==> src/rtl/mmio_router_pkg.sv <==
// Shared types for the MMIO router: select width, read FSM states and the write packet.
// The packet struct is sized by MMIO_INDEX_WIDTH/MMIO_DATA_WIDTH, which the router's width parameters default to.
package mmio_router_pkg;

  localparam int SEL_WIDTH        = 2;
  localparam int MMIO_INDEX_WIDTH = 32;
  localparam int MMIO_DATA_WIDTH  = 32;

  typedef enum logic [1:0] {
    RD_IDLE    = 2'd0,
    RD_ISSUE   = 2'd1,
    RD_RESPOND = 2'd2
  } rd_state_e;

  typedef struct packed {
    logic [MMIO_INDEX_WIDTH-1:0] index;
    logic [MMIO_DATA_WIDTH-1:0]  data;
  } wr_pkt_t;

  function automatic logic [SEL_WIDTH-1:0] dev_sel(input logic [MMIO_INDEX_WIDTH-1:0] index);
    return index[MMIO_INDEX_WIDTH-1 -: SEL_WIDTH];
  endfunction

endpackage

==> src/rtl/mmio_router_if.sv <==
// Host-side and device-side MMIO signals of the router, bundled in one interface.
// slave is the router's view; master is the surrounding host/device environment.
interface mmio_router_if #(
  parameter int INDEX_WIDTH = 32,
  parameter int DATA_WIDTH  = 32,
  parameter int NUM_DEVICES = 3
);

  logic                                    host_write_req;
  logic [INDEX_WIDTH-1:0]                  host_write_index;
  logic [DATA_WIDTH-1:0]                   host_write_data;
  logic                                    host_write_ack;
  logic                                    host_read_req;
  logic [INDEX_WIDTH-1:0]                  host_read_index;
  logic                                    host_read_ack;
  logic [DATA_WIDTH-1:0]                   host_read_data;
  logic [NUM_DEVICES-1:0]                  dev_write_req;
  logic [INDEX_WIDTH-1:0]                  dev_write_index;
  logic [DATA_WIDTH-1:0]                   dev_write_data;
  logic [NUM_DEVICES-1:0]                  dev_write_ack;
  logic [NUM_DEVICES-1:0]                  dev_read_req;
  logic [INDEX_WIDTH-1:0]                  dev_read_index;
  logic [NUM_DEVICES-1:0]                  dev_read_ack;
  logic [NUM_DEVICES-1:0][DATA_WIDTH-1:0]  dev_read_data;
  logic [7:0]                              decode_error_count;

  modport slave (
    input  host_write_req, host_write_index, host_write_data,
    output host_write_ack,
    input  host_read_req, host_read_index,
    output host_read_ack, host_read_data,
    output dev_write_req, dev_write_index, dev_write_data,
    input  dev_write_ack,
    output dev_read_req, dev_read_index,
    input  dev_read_ack, dev_read_data,
    output decode_error_count
  );

  modport master (
    output host_write_req, host_write_index, host_write_data,
    input  host_write_ack,
    output host_read_req, host_read_index,
    input  host_read_ack, host_read_data,
    input  dev_write_req, dev_write_index, dev_write_data,
    output dev_write_ack,
    input  dev_read_req, dev_read_index,
    output dev_read_ack, dev_read_data,
    input  decode_error_count
  );

endinterface

==> src/rtl/mmio_write_slot.sv <==
// One-entry write holding register with zero-bubble replacement: a drain and a new load
// in the same cycle keep the slot valid with the new packet.
module mmio_write_slot
  import mmio_router_pkg::*;
#(
  parameter int NUM_DEVICES = 3
) (
  input  logic                   clock,
  input  logic                   reset,
  input  logic                   load_i,
  input  wr_pkt_t                pkt_i,
  input  logic [NUM_DEVICES-1:0] dev_ack_i,
  output logic [NUM_DEVICES-1:0] dev_req_o,
  output wr_pkt_t                pkt_o,
  output logic                   valid_o,
  output logic                   ready_o
);

  logic                 valid_q, valid_d;
  wr_pkt_t              pkt_q, pkt_d;
  logic [SEL_WIDTH-1:0] sel_q, sel_d;
  logic                 drain;

  always_comb begin
    dev_req_o = '0;
    for (int i = 0; i < NUM_DEVICES; i++) begin
      dev_req_o[i] = valid_q && (sel_q == SEL_WIDTH'(i));
    end
  end

  assign drain   = |(dev_req_o & dev_ack_i);
  assign ready_o = !valid_q || drain;
  assign valid_o = valid_q;
  assign pkt_o   = pkt_q;

  // load_i is only raised by the router when ready_o is high
  always_comb begin
    valid_d = valid_q;
    pkt_d   = pkt_q;
    sel_d   = sel_q;
    if (load_i) begin
      valid_d = 1'b1;
      pkt_d   = pkt_i;
      sel_d   = dev_sel(pkt_i.index);
    end else if (drain) begin
      valid_d = 1'b0;
    end
  end

  always_ff @(posedge clock) begin
    if (reset) begin
      valid_q <= 1'b0;
    end else begin
      valid_q <= valid_d;
    end
    pkt_q <= pkt_d;
    sel_q <= sel_d;
  end

endmodule

==> src/rtl/mmio_router.sv <==
// Routes host MMIO reads/writes to one of NUM_DEVICES devices by the top two index bits.
// Writes go through a one-entry skid slot; reads wait for that slot to drain first.
module mmio_router
  import mmio_router_pkg::*;
#(
  parameter int INDEX_WIDTH = MMIO_INDEX_WIDTH,
  parameter int DATA_WIDTH  = MMIO_DATA_WIDTH,
  parameter int NUM_DEVICES = 3
) (
  input  logic          clock,
  input  logic          reset,
  mmio_router_if.slave  bus
);

  logic [SEL_WIDTH-1:0]   wr_sel, rd_sel;
  logic                   wr_mapped, rd_mapped;
  logic                   slot_ready, slot_valid, wr_load, rd_launch, rd_hit;
  wr_pkt_t                wr_pkt_in, wr_pkt_out;
  logic [NUM_DEVICES-1:0] wr_dev_req, rd_onehot;
  logic [DATA_WIDTH-1:0]  rd_capture;
  logic [1:0]             err_inc;
  logic [8:0]             err_sum;

  rd_state_e              rd_state_q;
  logic [INDEX_WIDTH-1:0] rd_index_q;
  logic [NUM_DEVICES-1:0] dev_read_req_q;
  logic                   host_read_ack_q;
  logic [DATA_WIDTH-1:0]  host_read_data_q;
  logic [7:0]             err_cnt_q, err_cnt_d;

  assign wr_sel    = bus.host_write_index[INDEX_WIDTH-1 -: SEL_WIDTH];
  assign rd_sel    = bus.host_read_index[INDEX_WIDTH-1 -: SEL_WIDTH];
  assign wr_mapped = int'(wr_sel) < NUM_DEVICES;
  assign rd_mapped = int'(rd_sel) < NUM_DEVICES;

  assign bus.host_write_ack = bus.host_write_req && slot_ready;
  assign wr_load            = bus.host_write_ack && wr_mapped;
  assign wr_pkt_in          = '{index: bus.host_write_index, data: bus.host_write_data};

  mmio_write_slot #(
    .NUM_DEVICES (NUM_DEVICES)
  ) u_write_slot (
    .clock     (clock),
    .reset     (reset),
    .load_i    (wr_load),
    .pkt_i     (wr_pkt_in),
    .dev_ack_i (bus.dev_write_ack),
    .dev_req_o (wr_dev_req),
    .pkt_o     (wr_pkt_out),
    .valid_o   (slot_valid),
    .ready_o   (slot_ready)
  );

  assign bus.dev_write_req   = wr_dev_req;
  assign bus.dev_write_index = wr_pkt_out.index;
  assign bus.dev_write_data  = wr_pkt_out.data;

  // A read only launches once no write is held, so it always observes earlier writes.
  assign rd_launch = (rd_state_q == RD_IDLE) && bus.host_read_req && !host_read_ack_q && !slot_valid;

  always_comb begin
    rd_onehot  = '0;
    rd_capture = '0;
    for (int i = 0; i < NUM_DEVICES; i++) begin
      rd_onehot[i] = (rd_sel == SEL_WIDTH'(i));
      if (dev_read_req_q[i] && bus.dev_read_ack[i]) begin
        rd_capture = rd_capture | bus.dev_read_data[i];
      end
    end
  end

  // Acks from devices other than the one being read are masked out here.
  assign rd_hit = |(dev_read_req_q & bus.dev_read_ack);

  assign err_inc   = {1'b0, bus.host_write_ack && !wr_mapped} + {1'b0, rd_launch && !rd_mapped};
  assign err_sum   = {1'b0, err_cnt_q} + {7'b0, err_inc};
  assign err_cnt_d = err_sum[8] ? 8'hFF : err_sum[7:0];

  always_ff @(posedge clock) begin
    if (reset) begin
      rd_state_q       <= RD_IDLE;
      rd_index_q       <= '0;
      dev_read_req_q   <= '0;
      host_read_ack_q  <= 1'b0;
      host_read_data_q <= '0;
      err_cnt_q        <= '0;
    end else begin
      err_cnt_q <= err_cnt_d;
      case (rd_state_q)
        RD_IDLE: begin
          host_read_ack_q <= 1'b0;
          if (rd_launch) begin
            rd_index_q <= bus.host_read_index;
            if (rd_mapped) begin
              dev_read_req_q <= rd_onehot;
              rd_state_q     <= RD_ISSUE;
            end else begin
              host_read_data_q <= '0;
              host_read_ack_q  <= 1'b1;
              rd_state_q       <= RD_RESPOND;
            end
          end
        end
        RD_ISSUE: begin
          if (rd_hit) begin
            host_read_data_q <= rd_capture;
            dev_read_req_q   <= '0;
            host_read_ack_q  <= 1'b1;
            rd_state_q       <= RD_RESPOND;
          end
        end
        RD_RESPOND: begin
          host_read_ack_q <= 1'b0;
          rd_state_q      <= RD_IDLE;
        end
        default: begin
          dev_read_req_q  <= '0;
          host_read_ack_q <= 1'b0;
          rd_state_q      <= RD_IDLE;
        end
      endcase
    end
  end

  assign bus.dev_read_req       = dev_read_req_q;
  assign bus.dev_read_index     = rd_index_q;
  assign bus.host_read_ack      = host_read_ack_q;
  assign bus.host_read_data     = host_read_data_q;
  assign bus.decode_error_count = err_cnt_q;

endmodule

==> src/flat_wrapper.sv <==
// flat-port wrapper written by rule: the top's interface ports become plain ports
module mmio_router_flat import mmio_router_pkg::*;
#(
  parameter int INDEX_WIDTH = MMIO_INDEX_WIDTH,
  parameter int DATA_WIDTH  = MMIO_DATA_WIDTH,
  parameter int NUM_DEVICES = 3
)
  (clock, reset, bus_host_write_req, bus_host_write_index, bus_host_write_data, bus_host_write_ack, bus_host_read_req, bus_host_read_index, bus_host_read_ack, bus_host_read_data, bus_dev_write_req, bus_dev_write_index, bus_dev_write_data, bus_dev_write_ack, bus_dev_read_req, bus_dev_read_index, bus_dev_read_ack, bus_dev_read_data, bus_decode_error_count);
  mmio_router_if #(.INDEX_WIDTH(INDEX_WIDTH), .DATA_WIDTH(DATA_WIDTH), .NUM_DEVICES(NUM_DEVICES)) bus_i ();
  input  logic clock;
  input  logic reset;
  input wire logic [$bits(bus_i.host_write_req)-1:0] bus_host_write_req;
  input wire logic [$bits(bus_i.host_write_index)-1:0] bus_host_write_index;
  input wire logic [$bits(bus_i.host_write_data)-1:0] bus_host_write_data;
  output wire logic [$bits(bus_i.host_write_ack)-1:0] bus_host_write_ack;
  input wire logic [$bits(bus_i.host_read_req)-1:0] bus_host_read_req;
  input wire logic [$bits(bus_i.host_read_index)-1:0] bus_host_read_index;
  output wire logic [$bits(bus_i.host_read_ack)-1:0] bus_host_read_ack;
  output wire logic [$bits(bus_i.host_read_data)-1:0] bus_host_read_data;
  output wire logic [$bits(bus_i.dev_write_req)-1:0] bus_dev_write_req;
  output wire logic [$bits(bus_i.dev_write_index)-1:0] bus_dev_write_index;
  output wire logic [$bits(bus_i.dev_write_data)-1:0] bus_dev_write_data;
  input wire logic [$bits(bus_i.dev_write_ack)-1:0] bus_dev_write_ack;
  output wire logic [$bits(bus_i.dev_read_req)-1:0] bus_dev_read_req;
  output wire logic [$bits(bus_i.dev_read_index)-1:0] bus_dev_read_index;
  input wire logic [$bits(bus_i.dev_read_ack)-1:0] bus_dev_read_ack;
  input wire logic [$bits(bus_i.dev_read_data)-1:0] bus_dev_read_data;
  output wire logic [$bits(bus_i.decode_error_count)-1:0] bus_decode_error_count;
  assign bus_i.host_write_req = bus_host_write_req;
  assign bus_i.host_write_index = bus_host_write_index;
  assign bus_i.host_write_data = bus_host_write_data;
  assign bus_host_write_ack = bus_i.host_write_ack;
  assign bus_i.host_read_req = bus_host_read_req;
  assign bus_i.host_read_index = bus_host_read_index;
  assign bus_host_read_ack = bus_i.host_read_ack;
  assign bus_host_read_data = bus_i.host_read_data;
  assign bus_dev_write_req = bus_i.dev_write_req;
  assign bus_dev_write_index = bus_i.dev_write_index;
  assign bus_dev_write_data = bus_i.dev_write_data;
  assign bus_i.dev_write_ack = bus_dev_write_ack;
  assign bus_dev_read_req = bus_i.dev_read_req;
  assign bus_dev_read_index = bus_i.dev_read_index;
  assign bus_i.dev_read_ack = bus_dev_read_ack;
  assign bus_i.dev_read_data = bus_dev_read_data;
  assign bus_decode_error_count = bus_i.decode_error_count;
  mmio_router #(.INDEX_WIDTH(INDEX_WIDTH), .DATA_WIDTH(DATA_WIDTH), .NUM_DEVICES(NUM_DEVICES)) u_core (.clock(clock), .reset(reset), .bus(bus_i));
endmodule
==> config.mk <==
export PLATFORM = sky130hd
export DESIGN_NAME = mmio_router_flat
export DESIGN_NICKNAME = d
export VERILOG_FILES = /design/src/rtl/mmio_router_pkg.sv /design/src/rtl/mmio_router_if.sv /design/src/rtl/mmio_write_slot.sv /design/src/rtl/mmio_router.sv /design/src/flat_wrapper.sv
export SDC_FILE = /design/constraint.sdc
export NUM_CORES = 1
export LEC_CHECK = 0
export CORE_MARGIN = 2
export CORE_UTILIZATION = 34
export DETAILED_ROUTE_END_ITERATION = 16
export GPL_TIMING_DRIVEN = 0
export HOLD_SLACK_MARGIN = 0.02
export MAX_ROUTING_LAYER = met4
export PLACE_DENSITY = 0.77
export SLEW_MARGIN = 10
export SYNTH_ARGS = -nofsm -noshare
export SYNTH_HDL_FRONTEND = slang
export SYNTH_HIERARCHICAL = 1
export SYNTH_SLANG_ARGS = --single-unit
==> constraint.sdc <==
create_clock -name clock -period 6.7 [get_ports clock]
set_clock_uncertainty 0.15 [all_clocks]
set_input_delay 0.67 -clock clock [delete_from_list [all_inputs] [get_ports clock]]
set_output_delay 0.67 -clock clock [all_outputs]
set_load 0.02 [all_outputs]
* Yosys cells after proc, flatten, opt, wreduce, memory -nomap -nowiden
Cells that the tools add are included.
** Storage, ports and cells
- Register bits after elaboration :: 145
- Output and inout port bits :: 144
** Operators by class
- Add/subtract/negate cells :: 2
- Order comparisons :: 2
- Equal/unequal tests :: 10
- Muxes and demuxes :: 22
- Bitwise operators :: 5
- Reductions and logical operators :: 29
** Operators by type and width (number)
- 2-to-1 mux 32 bit :: 6
- OR 32 bit :: 2
- case mux 32 bit (2 select lines) :: 1
- logical AND 1 bit :: 13
- adder 8 x 2 -> 9 bit :: 1
- 2-to-1 mux 3 bit :: 3
- case mux 3 bit (3 select lines) :: 1
- 2-to-1 mux 8 bit :: 1
- AND reduction 4 bit :: 2
- AND 3 bit :: 2
- == test 2 x 1 -> 1 bit (second input constant) :: 3
- == test 2 bit (second input constant) :: 3
- zero test 2 bit :: 3
- 2-to-1 mux 2 bit :: 3
- != test 2 x 1 -> 1 bit (second input constant) :: 3
- OR reduction 3 bit :: 2
- 2-to-1 mux 1 bit :: 5
- zero test 1 bit :: 4
- less-than comparator 2 bit (second input constant) :: 2
- case mux 2 bit (2 select lines) :: 1
- AND reduction 2 bit :: 2
- nonzero test 2 bit :: 2
- adder 1 x 1 -> 2 bit :: 1
- != test 2 bit (second input constant) :: 1
- other kinds (3) :: 3

* Depth between registers and ports, before layout
Gate-level depths: netlist (run 1).
- Depth in word-level cells :: 10
- Mapped depth :: 9

* Hierarchy
Netlist (run 1), hierarchy kept.
** Modules (own cells, without submodules)
- mmio_router :: times used 1, cells each 410, area each 3666.0 um2, seq. area each 1561.5 um2
- mmio_write_slot :: times used 1, cells each 74, area each 2009.4 um2, seq. area each 1941.9 um2

* Least setup slack after synthesis (run 1)
OpenSTA, ideal clock, no wires.
- Kind :: input port to flip-flop
- Start :: in bus_dev_write_ack[2]
- End :: reg u_core.u_write_slot.valid_q (netlist: u_core/u_write_slot/valid_o)
- Setup time :: 77 ps
- Data arrival time :: 6479 ps
- Required time :: 6473 ps
- Setup slack :: -6 ps
- Cell stages on the path :: 6
- Cell sequence :: mux2i_1 o211ai_2 and2_1 a21boi_0 inv_1 a21oi_2
** On the way
- Cells in the longest elaborated chain, start to end :: 6
- Elaborated cells between the ends (all ways) :: 7
- Those cells by class :: mux (1); bitwise (1); reduce/logical (5)
** Ends and longest elaborated chain
- from (decl) :: RTL line flat_wrapper.sv:23 : input wire logic [$bits(bus_i.dev_write_ack)-1:0] bus_dev_write_ack;
- AND 3 bit (*) :: RTL line mmio_write_slot.sv:31 : assign drain = |(dev_req_o & dev_ack_i);
- OR reduction 3 bit (*) :: RTL line mmio_write_slot.sv:31
- logical OR 1 bit (*) :: RTL line mmio_write_slot.sv:32 : assign ready_o = !valid_q || drain;
- named net u_core.slot_ready :: RTL line mmio_router.sv:17 : logic slot_ready, slot_valid, wr_load, rd_launch, rd_hit;
- logical AND 1 bit (*) :: RTL line mmio_router.sv:36 : assign bus.host_write_ack = bus.host_write_req && slot_ready;
- named net bus_host_write_ack :: RTL line flat_wrapper.sv:15 : output wire logic [$bits(bus_i.host_write_ack)-1:0] bus_host_write_ack;
- logical AND 1 bit (*) :: RTL line mmio_router.sv:37 : assign wr_load = bus.host_write_ack && wr_mapped;
- named net u_core.wr_load :: RTL line mmio_router.sv:17
- 2-to-1 mux 1 bit / nonzero test 2 bit (equally long branches)
- to (signal assigned) :: RTL line mmio_write_slot.sv:54 : valid_q <= valid_d;
- to (decl) :: RTL line mmio_write_slot.sv:19 : logic valid_q, valid_d;
Mark *: on every way through the listed nets, which the timed path passes. The rest lies on a longest branch.
A chain may end at the register's enable or synchronous reset.

* Final worst setup path (run 1)
- Start :: in bus_host_read_req
- End :: reg u_core.err_cnt_q[0] (netlist: u_core/bus.decode_error_count[0])
** On the way
- Cells in the longest elaborated chain, start to end :: 7
** Ends and longest elaborated chain
- from (decl) :: RTL line flat_wrapper.sv:16 : input wire logic [$bits(bus_i.host_read_req)-1:0] bus_host_read_req;
- logical AND 1 bit (3 in a row) :: RTL line mmio_router.sv:59 : assign rd_launch = (rd_state_q == RD_IDLE) && bus.host_read_req && !host_read_ack_q && !slot_valid;
- logical AND 1 bit :: RTL line mmio_router.sv:75 : assign err_inc = {1'b0, bus.host_write_ack && !wr_mapped} + {1'b0, rd_launch && !rd_mapped};
- adder 1 x 1 -> 2 bit :: RTL line mmio_router.sv:75
- adder 8 x 2 -> 9 bit :: RTL line mmio_router.sv:76 : assign err_sum = {1'b0, err_cnt_q} + {7'b0, err_inc};
- 2-to-1 mux 8 bit :: RTL line mmio_router.sv:77 : assign err_cnt_d = err_sum[8] ? 8'hFF : err_sum[7:0];
- to (signal assigned) :: RTL line mmio_router.sv:88 : err_cnt_q <= err_cnt_d;
- to (decl) :: RTL line mmio_router.sv:29 : logic [7:0] err_cnt_q, err_cnt_d;
No other way between the ends.

==> flow_metrics.env, run 1 <==
export IMPL_p_leak_nw=3.50
export IMPL_worstPathRequired_ps=6900
export IMPL_rsz0062_at_grt="false"
export IMPL_holdWs_ps=327
export IMPL_vias=5454
export IMPL_maxSlewViolCount=0
export IMPL_cts_root_buf="clkbuf_16"
export IMPL_p_total_mw=2.36
export IMPL_synth_top_flop_cell="dfxtp_1"
export IMPL_post_cts_buffers=0
export IMPL_synth_compound_area_share_pct=18.7
export IMPL_synthMuxAreaShare_pct=0.176
export IMPL_postCtsResizedCells=0
export IMPL_cts_tree="built"
export IMPL_synthDistinctLibCells=50
export IMPL_syn_nets=687
export IMPL_tns_ps=0
export IMPL_postCtsHoldBufs=0
export IMPL_antenna_found_initial=1
export IMPL_cap_violations=0
export IMPL_grt_use_total_pct=22.5
export IMPL_nFillCells=1376
export IMPL_drt_iter0_drc=487
export IMPL_min_period_ps=3470
export IMPL_period_share_pct=51.8
export IMPL_synth_edf_count=64
export IMPL_status="finished clean"
export IMPL_crit_arrival_ps=3670
export IMPL_setup_viol=0
export IMPL_hold_viol=0
export IMPL_cp_end_kind="flip-flop"
export IMPL_worstPathCellList="clkdlybuf4s50_1, or4b_4, buf_6, nor3_4, inv_1, fa_1, and4b_1, clkbuf_1, nand3_1, a21oi_1"
export IMPL_nets=1053
export IMPL_io_pins=346
export IMPL_io_buffers=345
export IMPL_wl_per_cell_um=18.7
export IMPL_max_slew_worst_pin_slew_ps=882
export IMPL_synth_cells=484
export IMPL_hpwl_mm=15.4
export IMPL_stdcell_count=1084
export IMPL_die_h_um=133
export IMPL_worst_slack_ps=3230
export IMPL_dieArea_sq_um=17700
export IMPL_clock_path_buffers=2
export IMPL_start_util_pct=34.5
export IMPL_grt_overflow=0
export IMPL_synthXorXnorAreaFrac_pct=0.463
export IMPL_synth_common_cells="dfxtp_1, edfxtp_1, a21oi_1, clkbuf_1"
export IMPL_clk_latency_ps=420
export IMPL_dieWidth_um=133
export IMPL_grt_max_degree=24
export IMPL_coreArea_sq_um=16500
export IMPL_cp_top_family="simple AND/OR/NAND/NOR gates"
export IMPL_netlist_area_sq_um=5680
export IMPL_synth_seq_cells=143
export IMPL_drt_first_pass_iters=4
export IMPL_num_rows=47
export IMPL_dp_slack_ps=2800
export IMPL_cts_sinks=143
export IMPL_yosys_area_share_simple_pct=14.0
export IMPL_synth_most_common_cell="dfxtp_1"
export IMPL_yosys_top_cells_area="edfxtp_1, dfxtp_1, a221oi_1"
export IMPL_vias_per_cell=5.03
export IMPL_power_density_nw_per_um2=234
export IMPL_gp_congestion=0.862
export IMPL_path_clk_slew_ps=70
export IMPL_ys_warnings_count=6
export IMPL_area_growth_pct=77.8
export IMPL_numCtsBuffers=17
export IMPL_grt_pass1_vias=5265
export IMPL_drc_errors=0
export IMPL_crit_buf_inv=4
export IMPL_grt_pass1_wl_mm=29.5
export IMPL_placed_cells=1051
export IMPL_htreeDepth=4
export IMPL_antenna_left=0
export IMPL_crit_fanout=9
export IMPL_routed_wirelength_mm=20.2
export IMPL_max_slew_margin_pct=41.0
export IMPL_ys_async_sr_fraction_pct=0
export IMPL_drive_above_1_share_pct=6.03
export IMPL_synth_top_family_by_area="compound AO/OA/AOI/OAI gates"
export IMPL_cpPeakStageDelay_ps=480
export IMPL_ir_worst_vdd_mv=0.158
export IMPL_hold_path_class="flip-flop to flip-flop"
export IMPL_path_class="input port to flip-flop"
export IMPL_crit_slowest_cell="fa_1"
export IMPL_synth_top_cell_area_share_pct=33.9
export IMPL_postSynthAreaPerCell_sq_um=11.7
export IMPL_yosysSeqAreaShare_pct=61.7
export IMPL_synth_largest_area_cell="edfxtp_1"
export IMPL_startpoint_type="input port"
export IMPL_max_freq_ghz=0.288
export IMPL_synthAdderAreaFrac_pct=0.353
==> metal layers <==
layer	up-vias	global-route usage [%]	part of all wire (%)
met5	-	-	0
met4	0	6.50	1.2
met3	20	5.94	7.1
met2	229	38.9	51
met1	2594	25.7	40
li1	2611	-	-
==> layout by cell type, fill, tap and decap left out, types with 31 or more instances in the layout <==
cell	count
a21oi_1	38
a221oi_1	32
and3_1	34
clkbuf_1	38
clkdlybuf4s50_1	345
dfxtp_1	79
edfxtp_1	64
nand2b_1	32
nand3_1	34
o21ai_0	32
o32ai_1	31
==> flip-flops by register name, indices dropped and copies added, names as in the netlist <==
name and cells:
u_core/bus.decode_error_count 8, u_core/bus.dev_read_index 32, u_core/u_write_slot/valid_o 1, u_core/u_write_slot/pkt_o 64, u_core/rd_state_q 2, u_core/bus.host_read_ack 1
u_core/bus.dev_read_req 3, u_core/bus.host_read_data 32
==> where the power goes <==
part	switching, mW	leakage, nW	internal (mW)
Combinational	0.176	1.95	0.217
Clock	0.417	0.294	0.568
Sequential	0.0217	1.25	0.961
Total	0.615	3.50	1.75
==> path summary, 6_finish.rpt <==
path                            slack, ps                                  startpoint  cells past startpoint                                     endpoint
worst min-delay path                  330  u_core/bus.dev_read_index[21]$_SDFFE_PP0P_                      2   u_core/bus.dev_read_index[21]$_SDFFE_PP0P_
worst max register to register       3440    u_core/u_write_slot/valid_o$_SDFFE_PP0P_                      9  u_core/bus.decode_error_count[0]$_SDFF_PP0_
worst min register to register        330  u_core/bus.dev_read_index[21]$_SDFFE_PP0P_                      2   u_core/bus.dev_read_index[21]$_SDFFE_PP0P_
worst max-delay path                 3230                           bus_host_read_req                     10  u_core/bus.decode_error_count[0]$_SDFF_PP0_
==> worst min-delay path, delay by kind of cell (launching register included) <==
| family | cells | cell delay (ps) |
|---|---|---|
| compound gates | 2 | 120 |
| flops | 1 | 310 |
==> layout make-up <==
| type | instances | area, sq um | area share [%] |
|---|---|---|---|
| inverter | 9 | 33.8 | 0.335 |
| sequential | 143 | 3500 | 34.7 |
| timing repair buffer | 347 | 3510 | 34.8 |
| clock buffer | 17 | 425 | 4.21 |
| clock inverter | 15 | 195 | 1.93 |
| buffer | 47 | 230 | 2.28 |
| antenna | 1 | 2.50 | 0.0248 |
| multi-input combinational | 285 | 1920 | 19.0 |
| tap | 220 | 275 | 2.73 |
==> logic make-up (layout without fill, tap and decap cells) <==
kind of cell	after synthesis	in the layout
AO/OA/AOI/OAI	151	151
AND/OR/NAND/NOR	129	129
multiplexers	1	1
adder cells (fa/ha/maj)	1	1
XOR/XNOR	3	3
other	0	1
flip-flops	143	143
buffers and inverters	56	435
==> stage by stage <==
step | utilization, % | cell area (sq um)
3_5_place_dp | 57.5 | 9470
6_report | 61.3 | 10100
3_3_place_gp | 57.1 | 9400
4_1_cts | 61.3 | 10100
5_1_grt | 61.3 | 10100
2_1_floorplan | - | 5680
Power figures use the tool's default switching activity.
==> run 2: changes to the inputs <==
CORE_AREA = 2 2 135 137   (was unset)
CORE_MARGIN = unset   (was 2)
CORE_UTILIZATION = unset   (was 34)
DIE_AREA = 0 0 137 139   (was unset)
PLACE_DENSITY = 0.71   (was 0.77)
clock period = 3.44 ns   (was 6.7 ns; I/O delays follow)
==> flow_metrics.env, run 2 (synthesized netlist as in run 1, its figures left out) <==
export IMPL_nFillCells=1577
export IMPL_cp_end_kind="flip-flop"
export IMPL_regToRegEndpoint="u_core/bus.decode_error_count[6]$_SDFF_PP0_"
export IMPL_cp_top_family="simple AND/OR/NAND/NOR gates"
export IMPL_coreArea_sq_um=17700
export IMPL_hold_path_class="flip-flop to flip-flop"
export IMPL_grt_overflow=0
export IMPL_final_cell_mix="clkdlybuf4s50_1, dfxtp_1, edfxtp_1"
export IMPL_numCtsBuffers=17
export IMPL_startpoint_type="flip-flop"
export IMPL_nets=1053
export IMPL_start_util_pct=32.1
export IMPL_io_pins=346
export IMPL_num_rows=49
export IMPL_postCtsResizedCells=0
export IMPL_whs_path_depth=2
export IMPL_postCtsHoldBufs=0
export IMPL_cts_tree="built"
export IMPL_max_slew_worst_pin_slew_ps=854
export IMPL_grt_use_total_pct=20.9
export IMPL_cpPeakStageDelay_ps=510
export IMPL_die_h_um=139
export IMPL_grt_pass1_wl_mm=29.7
export IMPL_holdWs_ps=324
export IMPL_dp_slack_ps=-188
export IMPL_ir_worst_vdd_mv=0.333
export IMPL_rsz0062_at_grt="false"
export IMPL_post_cts_buffers=0
export IMPL_routed_wirelength_mm=19.8
export IMPL_crit_arrival_ps=3390
export IMPL_placed_cells=1060
export IMPL_htreeDepth=4
export IMPL_largest_register_ffs=64
export IMPL_drt_iter0_drc=286
export IMPL_grt_max_degree=27
export IMPL_drt_first_pass_iters=5
export IMPL_drc_errors=0
export IMPL_area_growth_pct=76.9
export IMPL_min_period_ps=3210
export IMPL_crit_slowest_cell="or4b_4"
export IMPL_hold_end="u_core/bus.dev_read_index[2]$_SDFFE_PP0P_"
export IMPL_maxSlewViolCount=0
export IMPL_io_buffers=345
export IMPL_dieWidth_um=137
export IMPL_clock_path_buffers=2
export IMPL_worstPathCellList="or4b_4, buf_6, nor3_4, inv_1, fa_1, and4b_1, clkbuf_1, a31oi_1, a311oi_1"
export IMPL_status="finished clean"
export IMPL_gp_congestion=0.862
export IMPL_drive_above_1_share_pct=6.03
export IMPL_antenna_left=0
export IMPL_power_density_nw_per_um2=438
export IMPL_crit_buf_inv=3
export IMPL_tns_ps=0
export IMPL_antenna_found_initial=1
export IMPL_stdcell_count=1093
export IMPL_p_leak_nw=3.47
export IMPL_path_clk_slew_ps=70
export IMPL_cap_violations=0
export IMPL_hold_viol=0
export IMPL_worst_slack_ps=232
export IMPL_holdCritStartpoint="u_core/bus.dev_read_index[2]$_SDFFE_PP0P_"
export IMPL_vias_per_cell=4.98
export IMPL_cts_sinks=143
export IMPL_reg2reg_depth=9
export IMPL_grt_pass1_vias=5405
export IMPL_max_slew_margin_pct=43.0
export IMPL_cts_root_buf="clkbuf_16"
export IMPL_wl_per_cell_um=18.1
export IMPL_final_common_cell="clkdlybuf4s50_1"
export IMPL_clk_latency_ps=410
export IMPL_period_share_pct=93.3
export IMPL_hpwl_mm=15.2
export IMPL_dieArea_sq_um=19000
export IMPL_path_class="flip-flop to flip-flop"
export IMPL_worstPathRequired_ps=3620
export IMPL_max_freq_ghz=0.312
export IMPL_r2r_start="u_core/u_write_slot/valid_o$_SDFFE_PP0P_"
export IMPL_regToRegSetupSlack_ps=230
export IMPL_vias=5438
export IMPL_setup_viol=0
export IMPL_crit_fanout=9
## run 2: tightest hold or removal path, cell delays in order (launching register included)
cell and delay (ps):
dfxtp_1 310, o21ai_0 60, a21oi_1 60
## run 2: per-stage QoR
step | util [%] | area, sq um | total power [mW]
4_1_cts | 56.8 | 10000 | 4.44
3_5_place_dp | 53.7 | 9480 | 2.71
5_1_grt | 56.9 | 10000 | 4.58
6_report | 56.9 | 10000 | 4.40
3_3_place_gp | 53.4 | 9430 | 2.70
2_1_floorplan | - | 5690 | 2.23
## run 2: layer usage
| metal | routed length [um] | track usage, % |
|---|---|---|
| met2 | 9880 | 34.6 |
| met1 | 7680 | 24.0 |
| met5 | 0 | - |
| met4 | 526 | 7.54 |
| met3 | 1670 | 6.14 |
## run 2: worst max path at each step
stage	startpoint	depth (start not counted)	slack, ps	endpoint
after floorplan	u_core/bus.host_read_ack$_SDFFE_PP0P_	9	490	u_core/bus.decode_error_count[6]$_SDFF_PP0_
after global placement	bus_host_read_req	10	-110	u_core/bus.decode_error_count[0]$_SDFF_PP0_
after detailed placement	bus_host_read_req	10	-190	u_core/bus.decode_error_count[1]$_SDFF_PP0_
after CTS	u_core/u_write_slot/valid_o$_SDFFE_PP0P_	9	220	u_core/bus.decode_error_count[6]$_SDFF_PP0_
after global routing	u_core/u_write_slot/valid_o$_SDFFE_PP0P_	9	20	u_core/bus.decode_error_count[1]$_SDFF_PP0_
final	u_core/u_write_slot/valid_o$_SDFFE_PP0P_	9	230	u_core/bus.decode_error_count[6]$_SDFF_PP0_
## run 2: where the power goes
group	internal, mW	switching (mW)	leakage [nW]
combinational	0.423	0.339	1.95
clock	0.944	0.779	0.266
sequential	1.87	0.0395	1.25
total	3.24	1.16	3.47
## run 2: area by class of cell
cell class,count,area (sq um),share of cell area [%]
diodes,1,2.50,0.0249
inverters,9,33.8,0.337
clock inverters,15,129,1.28
clock buffers,17,425,4.24
flip-flops and latches,143,3500,34.9
plain buffers,47,230,2.29
multi-input cells,285,1920,19.1
repair buffers,347,3510,34.9
well taps,229,287,2.85
